===== src/rtl/repeat_sub_divider.sv =====
// Unsigned divider: one subtraction per clock until the remainder drops below the divisor.
// Ports: clk, rst_n, start, A, B in; busy, done, quotient, remainder, div_zero out.
module repeat_sub_divider #(
  parameter int WIDTH = 8
) (
  input  logic             clk,
  input  logic             rst_n,
  input  logic             start,
  input  logic [WIDTH-1:0] A,
  input  logic [WIDTH-1:0] B,
  output logic             busy,
  output logic             done,
  output logic [WIDTH-1:0] quotient,
  output logic [WIDTH-1:0] remainder,
  output logic             div_zero
);

  typedef enum logic [1:0] {
    IDLE = 2'd0,
    SUB  = 2'd1,
    DONE = 2'd2
  } state_t;

  state_t           state_q;
  logic [WIDTH-1:0] rem_q;
  logic [WIDTH-1:0] quo_q;
  logic [WIDTH-1:0] div_q;
  logic             busy_q;
  logic             done_q;
  logic             dz_q;

  // Subtraction is only taken when it cannot underflow.
  logic             can_sub;
  assign can_sub = (rem_q >= div_q);

  always_ff @(posedge clk or negedge rst_n) begin
    if (!rst_n) begin
      state_q <= IDLE;
      rem_q   <= '0;
      quo_q   <= '0;
      div_q   <= '0;
      busy_q  <= 1'b0;
      done_q  <= 1'b0;
      dz_q    <= 1'b0;
    end else begin
      unique case (state_q)
        IDLE: begin
          if (start) begin
            rem_q  <= A;
            busy_q <= 1'b1;
            if (B == '0) begin
              // No iteration: saturated quotient, dividend left as remainder.
              quo_q   <= '1;
              dz_q    <= 1'b1;
              done_q  <= 1'b1;
              state_q <= DONE;
            end else begin
              quo_q   <= '0;
              div_q   <= B;
              dz_q    <= 1'b0;
              state_q <= SUB;
            end
          end
        end
        SUB: begin
          if (can_sub) begin
            rem_q <= rem_q - div_q;
            quo_q <= quo_q + WIDTH'(1);
          end else begin
            done_q  <= 1'b1;
            state_q <= DONE;
          end
        end
        DONE: begin
          done_q  <= 1'b0;
          busy_q  <= 1'b0;
          state_q <= IDLE;
        end
        default: begin
          done_q  <= 1'b0;
          busy_q  <= 1'b0;
          state_q <= IDLE;
        end
      endcase
    end
  end

  assign busy      = busy_q;
  assign done      = done_q;
  assign quotient  = quo_q;
  assign remainder = rem_q;
  assign div_zero  = dz_q;

endmodule


===== config.mk =====
export PLATFORM = sky130hd
export DESIGN_NAME = repeat_sub_divider
export DESIGN_NICKNAME = d
export VERILOG_FILES = /design/src/rtl/repeat_sub_divider.sv
export SDC_FILE = /design/constraint.sdc
export NUM_CORES = 1
export LEC_CHECK = 0
export ABC_AREA = 1
export CAP_MARGIN = 40
export CELL_PAD_IN_SITES_DETAIL_PLACEMENT = 1
export CELL_PAD_IN_SITES_GLOBAL_PLACEMENT = 2
export CORE_MARGIN = 2
export CORE_UTILIZATION = 31
export DETAILED_ROUTE_END_ITERATION = 7
export MAX_ROUTING_LAYER = met4
export PLACE_DENSITY = 0.84
export SYNTH_ARGS = -nofsm -noshare
export SYNTH_HDL_FRONTEND = slang
export SYNTH_SLANG_ARGS = --single-unit

===== constraint.sdc =====
create_clock -name clk -period 2.81 [get_ports clk]
set_input_delay 0.843 -clock clk [delete_from_list [all_inputs] [get_ports clk]]
set_output_delay 0.843 -clock clk [all_outputs]
set_load 0.02 [all_outputs]

==> results of run 1 <==
==> power by group through the flow <==
stage          Sequential [mW]  Combinational [mW]  Clock (mW)
2_1_floorplan            0.798                1.30           0
3_3_place_gp             0.719                1.85           0
3_5_place_dp             0.722                1.89           0
4_1_cts                  0.717                1.90       0.475
5_1_grt                  0.739                2.14       0.491
6_report                 0.713                1.87       0.462
==> routing by layer <==
layer,routed length [µm],part of all wire,GRT usage,vias up
li1,-,-,-,919
met2,2430,0.47,0.260,34
met3,195,0.038,0.0368,4
met5,0,0,-,-
met4,51,0.0098,0.0537,0
met1,2520,0.48,0.213,842
==> worst paths after layout <==
kind	end	slack [ns]
worst max-delay path	quotient[7]	0.57
worst min-delay path	div_q[2]	0.49
worst max register to register	quotient[7]	0.57
worst min register to register	div_q[2]	0.49
max in group asynchronous	div_q[3]	1.57
min in group asynchronous	quotient[5]	0.95
==> stage by stage <==
stage                      util  power (mW)  cell area [µm²]  hold WS [ns]  instances
final                     0.416        3.04             2490         0.487        382
after global routing      0.416        3.37             2490         0.516        382
after CTS                 0.416        3.09             2490         0.492        382
after detailed placement  0.397        2.61             2380         0.475        374
after global placement    0.397        2.57             2380         0.468        374
after floorplan               -        2.09             1950         0.455        266
==> flip-flops by register name, summed over array words and instances (netlist names) <==
signal,flops
div_q,8
quotient,8
remainder,8
state_q,2
busy,1
div_zero,1
done,1
==> layout by cell type (no fill, tap or decap), drive strengths merged, types with 5 or more instances in the layout <==
master	instances
nand2	97
inv	40
clkdlybuf4s50	37
dfrtp	29
nand3	27
o21ai	24
nor2	15
ha	9
clkbuf	7
nand4	5
a21oi	5
==> worst max-delay path: stages, from the launching register on <==
cell     delay, ns
dfrtp_1       0.39
inv_1         0.10
ha_1          0.15
inv_1         0.08
fa_1          0.42
nand2_1       0.09
nand2_2       0.09
nand3_2       0.09
nand3_2       0.09
nand2_4       0.19
nand2_4       0.22
nand2_1       0.15
o21ai_2       0.05
==> final cells by class <==
class                      count  area, µm²
clock inverter                 1       30.0
timing repair buffer          40        393
clock buffer                   7       86.3
fill                         752       3500
tap                           75       93.8
sequential                    29        726
multi-input combinational    190       1010
inverter                      40        150
==> kinds of logic after synthesis <==
logic type                 count (synthesis)
AOI/OAI and AO/OA                         29
xor gates and xnor gates                   3
adders and majority gates                 10
buffers and inverters                     47
DFF                                       29
and+or+nand+nor                          148
==> results.yml, run 1 <==
setup_path:
  end_kind: "flip-flop"
  path_class: "reg2reg"
  arrival_ns: 2.42
  required_ns: 2.98
  critPathMaxFanout: 21
  ff2ff_path_depth: 12
  rr_startpoint: "remainder[0]"
  crit_path_start: "remainder[0]"
  crit_path_start_kind: "flip-flop"
power_and_ir_drop:
  p_int_mw: 1.59
  p_sw_mw: 1.45
  p_seq_frac: 0.234
  sw_frac_of_total: 0.477
  leakage_nw: 1.27
  clkPwrFrac: 0.152
  ir_worst_vdd_v: 0.000458
  p_per_area_mw_per_mm2: 1220
  pwr-share-comb: 0.614
sta:
  maxSlewViolCount: 0
  finalCriticalPeriod_ns: 2.24
  fin_ws_ns: 0.567
  fin_crit_sh: 0.798
  slew_headroom: 0.693
  timing.fmax_mhz: 446
  skew_ns: 0.00779
  hold_violations: 0
  setup_tns_ns: 0
  tightestPinTransition_ns: 0.460
  setup_viol: 0
  rsz0062_at_grt: "no"
clock_network:
  cts_max_level: 2
  insertion_delay_ns: 0.28
  cts_tree: "done"
  ctsHoldBuffers: 0
  clkTransAtPathRegs_ns: 0.07
  cts.sinks: 29
  postCtsSetupBuffers: 0
  cts_resized: 0
  numCtsBuffers: 5
  clockRootBuffer: "clkbuf_8"
  cts_max_path_buffers: 2
yosys:
  synth_top_family_by_area: "simple AND/OR/NAND/NOR gates"
  synth_commonest_cells: "nand2_1, inv_1, dfrtp_1"
  yosysMostFrequentCell: "nand2_1"
  synth_compound_area_frac: 0.0996
  yosys_warnings: 0
  postSynthAreaPerCell_um2: 7.32
  async_reset_ff_frac: 1.00
  ys_types: 26
  synth-adder-area-share: 0.0681
  synthMuxAreaShare: 0
  yosysTopAreaCellShare: 0.373
  postSynthCellCount: 266
  syn_area_mm2: 0.00195
  syn-num-nets: 295
  yosysSeqAreaShare: 0.373
  ys_ff_latch: 29
  synth_edf_count: 0
  synth_xor_area_frac: 0.0135
  synthFlopType: "dfrtp_1"
  ys_top_cells_by_area: "dfrtp_1, nand2_1, inv_1"
  synth_simple_gate_area_share: 0.340
  synth_largest_area_cell: "dfrtp_1"
hold_path:
  whs_path_depth: 2
  hp-start: "div_q[2]"
  min_path_type: "reg2reg"
die:
  start_util: 0.325
  die_h_um: 83.3
  fp.dieArea_mm2: 0.00693
  pin_count: 38
  core_mm2: 0.00599
  dieWidth_um: 83.3
  row_count: 28
run_status:
  status: "completed"
routing:
  drt_iter0_drc: 51
  dr.pass1.iters: 4
  vias: 1799
  drc: 0
  wl_per_cell_um: 13.6
  ant_nets: 0
  viasPerCell: 4.71
  wirelength_mm: 5.20
place:
  pre_cts_slack_ns: 0.476
  place.gp.congestion: 0.781
  post-dp-hpwl_mm: 3.83
  io_buffers: 37
global_routing:
  grt_max_degree: 30
  grt_pass1_wl_mm: 8.90
  antenna_found_initial: 0
  gr-total-overflow: 0
  grt.total_usage: 0.166
  grt_pass1_vias: 1828
finish:
  area_growth_syn_to_layout_pct: 28.0
  drive_gt1_frac: 0.111
  diodes: 0
  nets: 335
job:
  drv_cap: 0
No activity file was read; power rests on OpenSTA's default activity.
==> inputs of run 2 (changes only) <==
--- a/config.mk
+++ b/config.mk
@@ -10,10 +10,10 @@
 export CELL_PAD_IN_SITES_DETAIL_PLACEMENT = 1
 export CELL_PAD_IN_SITES_GLOBAL_PLACEMENT = 2
 export CORE_MARGIN = 2
-export CORE_UTILIZATION = 31
+export CORE_UTILIZATION = 29
 export DETAILED_ROUTE_END_ITERATION = 7
 export MAX_ROUTING_LAYER = met4
-export PLACE_DENSITY = 0.84
+export PLACE_DENSITY = 0.8
 export SYNTH_ARGS = -nofsm -noshare
 export SYNTH_HDL_FRONTEND = slang
 export SYNTH_SLANG_ARGS = --single-unit
==> constraint.sdc (replaced) <==
create_clock -name clk -period 2.26 [get_ports clk]
set_input_delay 0.678 -clock clk [delete_from_list [all_inputs] [get_ports clk]]
set_output_delay 0.678 -clock clk [all_outputs]
set_load 0.02 [all_outputs]
==> results.yml, run 2 (same netlist as run 1, synthesis figures left out) <==
setup_path:
  arrival_ns: 1.37
  crit_family: "buffers and inverters"
  cp_slowest_cell: "clkdlybuf4s50_1"
  r2r_setup_slack_ns: 0.23
  required_ns: 1.58
  slowest_delay_ns: 0.64
  critPathMaxFanout: 6
  ff2ff_path_depth: 12
  r2r-end: "done"
  path_class: "reg2out"
  path_cells: "clkdlybuf4s50_1"
  end_kind: "primary output"
  crit_buf_inv: 1
  rr_startpoint: "remainder[0]"
  crit_path_start_kind: "flip-flop"
routing:
  ant_nets: 0
  drc: 0
  vias: 1807
  viasPerCell: 4.67
  dr.pass1.iters: 4
  wirelength_mm: 5.39
  wl_per_cell_um: 13.9
  drt_iter0_drc: 69
global_routing:
  gr-total-overflow: 0
  grt_pass1_vias: 1895
  grt_max_degree: 30
  antenna_found_initial: 0
  grt.total_usage: 0.165
  grt_pass1_wl_mm: 9.10
sta:
  finalCriticalPeriod_ns: 2.04
  skew_ns: 0.00834
  setup_viol: 0
  tightestPinTransition_ns: 0.404
  rsz0062_at_grt: "no"
  hold_violations: 0
  slew_headroom: 0.730
  maxSlewViolCount: 0
  timing.fmax_mhz: 489
  setup_tns_ns: 0
  fin_crit_sh: 0.905
  fin_ws_ns: 0.215
clock_network:
  cts_max_level: 2
  cts_tree: "done"
  postCtsSetupBuffers: 0
  insertion_delay_ns: 0.29
  cts.sinks: 29
  clockRootBuffer: "clkbuf_8"
  cts_max_path_buffers: 2
  numCtsBuffers: 5
  clkTransAtPathRegs_ns: 0.08
die:
  dieWidth_um: 86.0
  row_count: 29
  pin_count: 38
  die_h_um: 86.0
  core_mm2: 0.00642
  fp.dieArea_mm2: 0.00739
  start_util: 0.303
finish:
  nets: 338
  seq_area_um2: 726
  layout_commonest_cell: "nand2_1"
  mostFrequentLayoutCells: "nand2_1, inv_1, clkdlybuf4s50_1"
  fillerInstances: 814
  area_growth_syn_to_layout_pct: 28.3
  multi_input_area_mm2: 0.00103
  finalInstanceArea_mm2: 0.00250
  final_util: 0.389
  drive_gt1_frac: 0.126
  diodes: 0
power_and_ir_drop:
  p_per_area_mw_per_mm2: 1490
  ir_worst_vdd_v: 0.000452
  leakage_nw: 1.27
hold_path:
  holdPathEnd: "div_q[2]"
  whs_path_depth: 2
  min_path_type: "reg2reg"
  hp-start: "div_q[2]"
place:
  placed_area_mm2: 0.00240
  io_buffers: 37
  pre_cts_slack_ns: 0.0676
  post-dp-hpwl_mm: 4.03
  place.gp.congestion: 0.792
job:
  drv_cap: 0
run_status:
  status: "completed"
## run 2: what timing repair did
item,CTS,global route
hold buffers,0,0
hold endpoints to repair,0,0
gates resized for setup,0,3
setup endpoints to repair,0,9
## run 2: worst max path at each step
stage | startpoint | endpoint | slack [ns] | depth (start not counted)
3_5_place_dp | B[5] | div_q[5] | 0.07 | 8
2_1_floorplan | remainder[0] | quotient[5] | 0.30 | 13
6_report | quotient[6] | quotient[6] | 0.22 | 1
4_1_cts | remainder[0] | done | 0.1 | 12
3_3_place_gp | B[4] | div_q[4] | 0.15 | 8
5_1_grt | remainder[0] | done | 0.05 | 12
## run 2: area by class of cell
type,instances,area share
repair buffers,43,0.166
flip-flops and latches,29,0.290
clock inverters,3,0.00701
multi-input cells,190,0.410
inverters,40,0.0601
well taps,77,0.0385
clock buffers,5,0.0275
## run 2: where the power goes
group / leakage [nW] / internal (mW) / switching [mW]
logic: 0.855 / 0.945 / 1.45
registers: 0.369 / 0.723 / 0.163
clock network: 0.0439 / 0.212 / 0.231
total: 1.27 / 1.88 / 1.85
## run 2: through the flow
stage,power [mW],hold slack (ns),instances
6_report,3.73,0.493,387
5_1_grt,4.13,0.523,387
4_1_cts,3.76,0.495,387
3_5_place_dp,3.30,0.475,379
3_3_place_gp,3.24,0.469,379
2_1_floorplan,2.60,0.382,266
## run 2: worst min-delay path, stage by stage (launching register included)
cell and delay (ns):
dfrtp_1 0.35, nand2_1 0.07, o21ai_2 0.05
## run 2: layer usage
layer | share of wire | vias up | global-route usage | routed length [µm]
met3 | 0.032 | 7 | 0.0327 | 173
li1 | - | 918 | - | -
met2 | 0.46 | 34 | 0.264 | 2490
met5 | 0 | - | - | 0
met1 | 0.49 | 848 | 0.205 | 2610
met4 | 0.019 | 0 | 0.0635 | 104
==> inputs of run 3 (changes only) <==
--- a/config.mk
+++ b/config.mk
@@ -9,11 +9,10 @@
 export CAP_MARGIN = 40
 export CELL_PAD_IN_SITES_DETAIL_PLACEMENT = 1
 export CELL_PAD_IN_SITES_GLOBAL_PLACEMENT = 2
-export CORE_MARGIN = 2
-export CORE_UTILIZATION = 29
+export CORE_UTILIZATION = 26
 export DETAILED_ROUTE_END_ITERATION = 7
 export MAX_ROUTING_LAYER = met4
-export PLACE_DENSITY = 0.8
+export PLACE_DENSITY = 0.73
 export SYNTH_ARGS = -nofsm -noshare
 export SYNTH_HDL_FRONTEND = slang
 export SYNTH_SLANG_ARGS = --single-unit
==> results.yml, run 3 (same netlist as run 1, synthesis figures left out) <==
sta:
  tightestPinTransition_ns: 0.393
  maxSlewViolCount: 0
  fin_ws_ns: 0.161
  slew_headroom: 0.738
  skew_ns: 0.0100
  timing.fmax_mhz: 476
  finalCriticalPeriod_ns: 2.10
  setup_viol: 0
  setup_tns_ns: 0
  fin_crit_sh: 0.929
  rsz0062_at_grt: "no"
  hold_violations: 0
clock_network:
  clkTransAtPathRegs_ns: 0.07
  cts.sinks: 29
  cts_max_path_buffers: 2
  cts_tree: "done"
  cts_resized: 0
  numCtsBuffers: 5
  clockRootBuffer: "clkbuf_8"
  postCtsSetupBuffers: 0
  insertion_delay_ns: 0.29
  ctsHoldBuffers: 0
  cts_max_level: 2
die:
  die_h_um: 88.6
  core_mm2: 0.00725
  fp.dieArea_mm2: 0.00784
  dieWidth_um: 88.6
  pin_count: 38
  start_util: 0.269
  row_count: 31
finish:
  multi_input_area_mm2: 0.00101
  drive_gt1_frac: 0.114
  diodes: 0
  finalInstanceArea_mm2: 0.00251
  seq_area_um2: 726
  nets: 337
  fillerInstances: 918
  area_growth_syn_to_layout_pct: 28.8
  final_cells: 407
  mostFrequentLayoutCells: "nand2_1, inv_1, clkdlybuf4s50_1"
  layout_commonest_cell: "nand2_1"
hold_path:
  min_path_type: "reg2reg"
  hp-start: "div_q[4]"
power_and_ir_drop:
  pwr-share-comb: 0.635
  clkPwrFrac: 0.123
  power.total_mw: 3.67
  p_per_area_mw_per_mm2: 1460
  leakage_nw: 1.26
  sw_frac_of_total: 0.486
  p_int_mw: 1.89
  ir_worst_vdd_v: 0.000427
  p_seq_frac: 0.242
  p_sw_mw: 1.78
routing:
  wirelength_mm: 5.11
  drc: 0
  drt_iter0_drc: 43
  dr.pass1.iters: 4
  viasPerCell: 4.36
  ant_nets: 0
  vias: 1776
  wl_per_cell_um: 12.6
setup_path:
  crit_path_start: "remainder[0]"
  arrival_ns: 2.27
  cp_slowest_cell: "fa_1"
  path_cells: "inv_1, ha_1, inv_1, fa_1, nand2_1, nand2_2, nand3_2, nand3_2, nand2_4, nand2_4, nand2_1, nand2_1"
  end_kind: "flip-flop"
  crit_path_start_kind: "flip-flop"
  critPathMaxFanout: 21
  crit_top_cell: "nand2_1"
  path_class: "reg2reg"
  required_ns: 2.43
  rr_startpoint: "remainder[0]"
  slowest_delay_ns: 0.41
global_routing:
  antenna_found_initial: 0
  grt.total_usage: 0.153
  grt_pass1_vias: 1802
  gr-total-overflow: 0
  grt_pass1_wl_mm: 8.79
  grt_max_degree: 30
place:
  pre_cts_slack_ns: 0.0929
  io_buffers: 37
  placed_area_mm2: 0.00242
  dp_cells: 400
  place.gp.congestion: 0.767
  post-dp-hpwl_mm: 3.84
run_status:
  status: "completed"
job:
  drv_cap: 0
run 3: power groups by stage:
| stage | combinational (mW) | clock, mW | sequential (mW) |
|---|---|---|---|
| global placement | 2.35 | 0 | 0.896 |
| finish | 2.33 | 0.451 | 0.885 |
| CTS | 2.39 | 0.470 | 0.891 |
| global route | 2.67 | 0.484 | 0.923 |
| detailed placement | 2.38 | 0 | 0.898 |
| floorplan | 1.61 | 0 | 0.993 |
run 3: stage by stage:
step / hold slack [ns] / util
final: 0.493 / 0.346
after global routing: 0.524 / 0.346
after CTS: 0.502 / 0.346
after detailed placement: 0.484 / 0.334
after global placement: 0.470 / 0.334
after floorplan: 0.382 / -
run 3: layout make-up:
| class | instances | share of cell area |
|---|---|---|
| Clock buffer | 7 | 0.0344 |
| Tap cell | 99 | 0.0494 |
| Sequential cell | 29 | 0.289 |
| Multi-Input combinational cell | 190 | 0.404 |
| Inverter | 40 | 0.0599 |
| Timing Repair Buffer | 42 | 0.163 |
run 3: critical path: cells and delay by family (launching register included):
family	cells	cell delay, ns
buf+inv	2	0.17
fa+ha+maj	2	0.56
flops	1	0.40
simple gates	8	0.83
run 3: metal layers:
metal	part of all wire	wire length [µm]	vias to the layer above	GRT usage
met5	0	0	-	-
met4	0.016	81	0	0.0528
met3	0.023	120	6	0.0252
met2	0.45	2280	27	0.235
met1	0.51	2630	828	0.204
li1	-	-	915	-
run 3: final timing paths:
path                                 to  slack (ns)  depth (start not counted)
min reg2reg                    div_q[4]        0.49                          2
min in group asynchronous  remainder[7]        0.78                          2
max reg2reg                remainder[3]        0.16                         12
max                        remainder[3]        0.16                         12
min                            div_q[4]        0.49                          2
max in group asynchronous  remainder[3]        1.18                          2
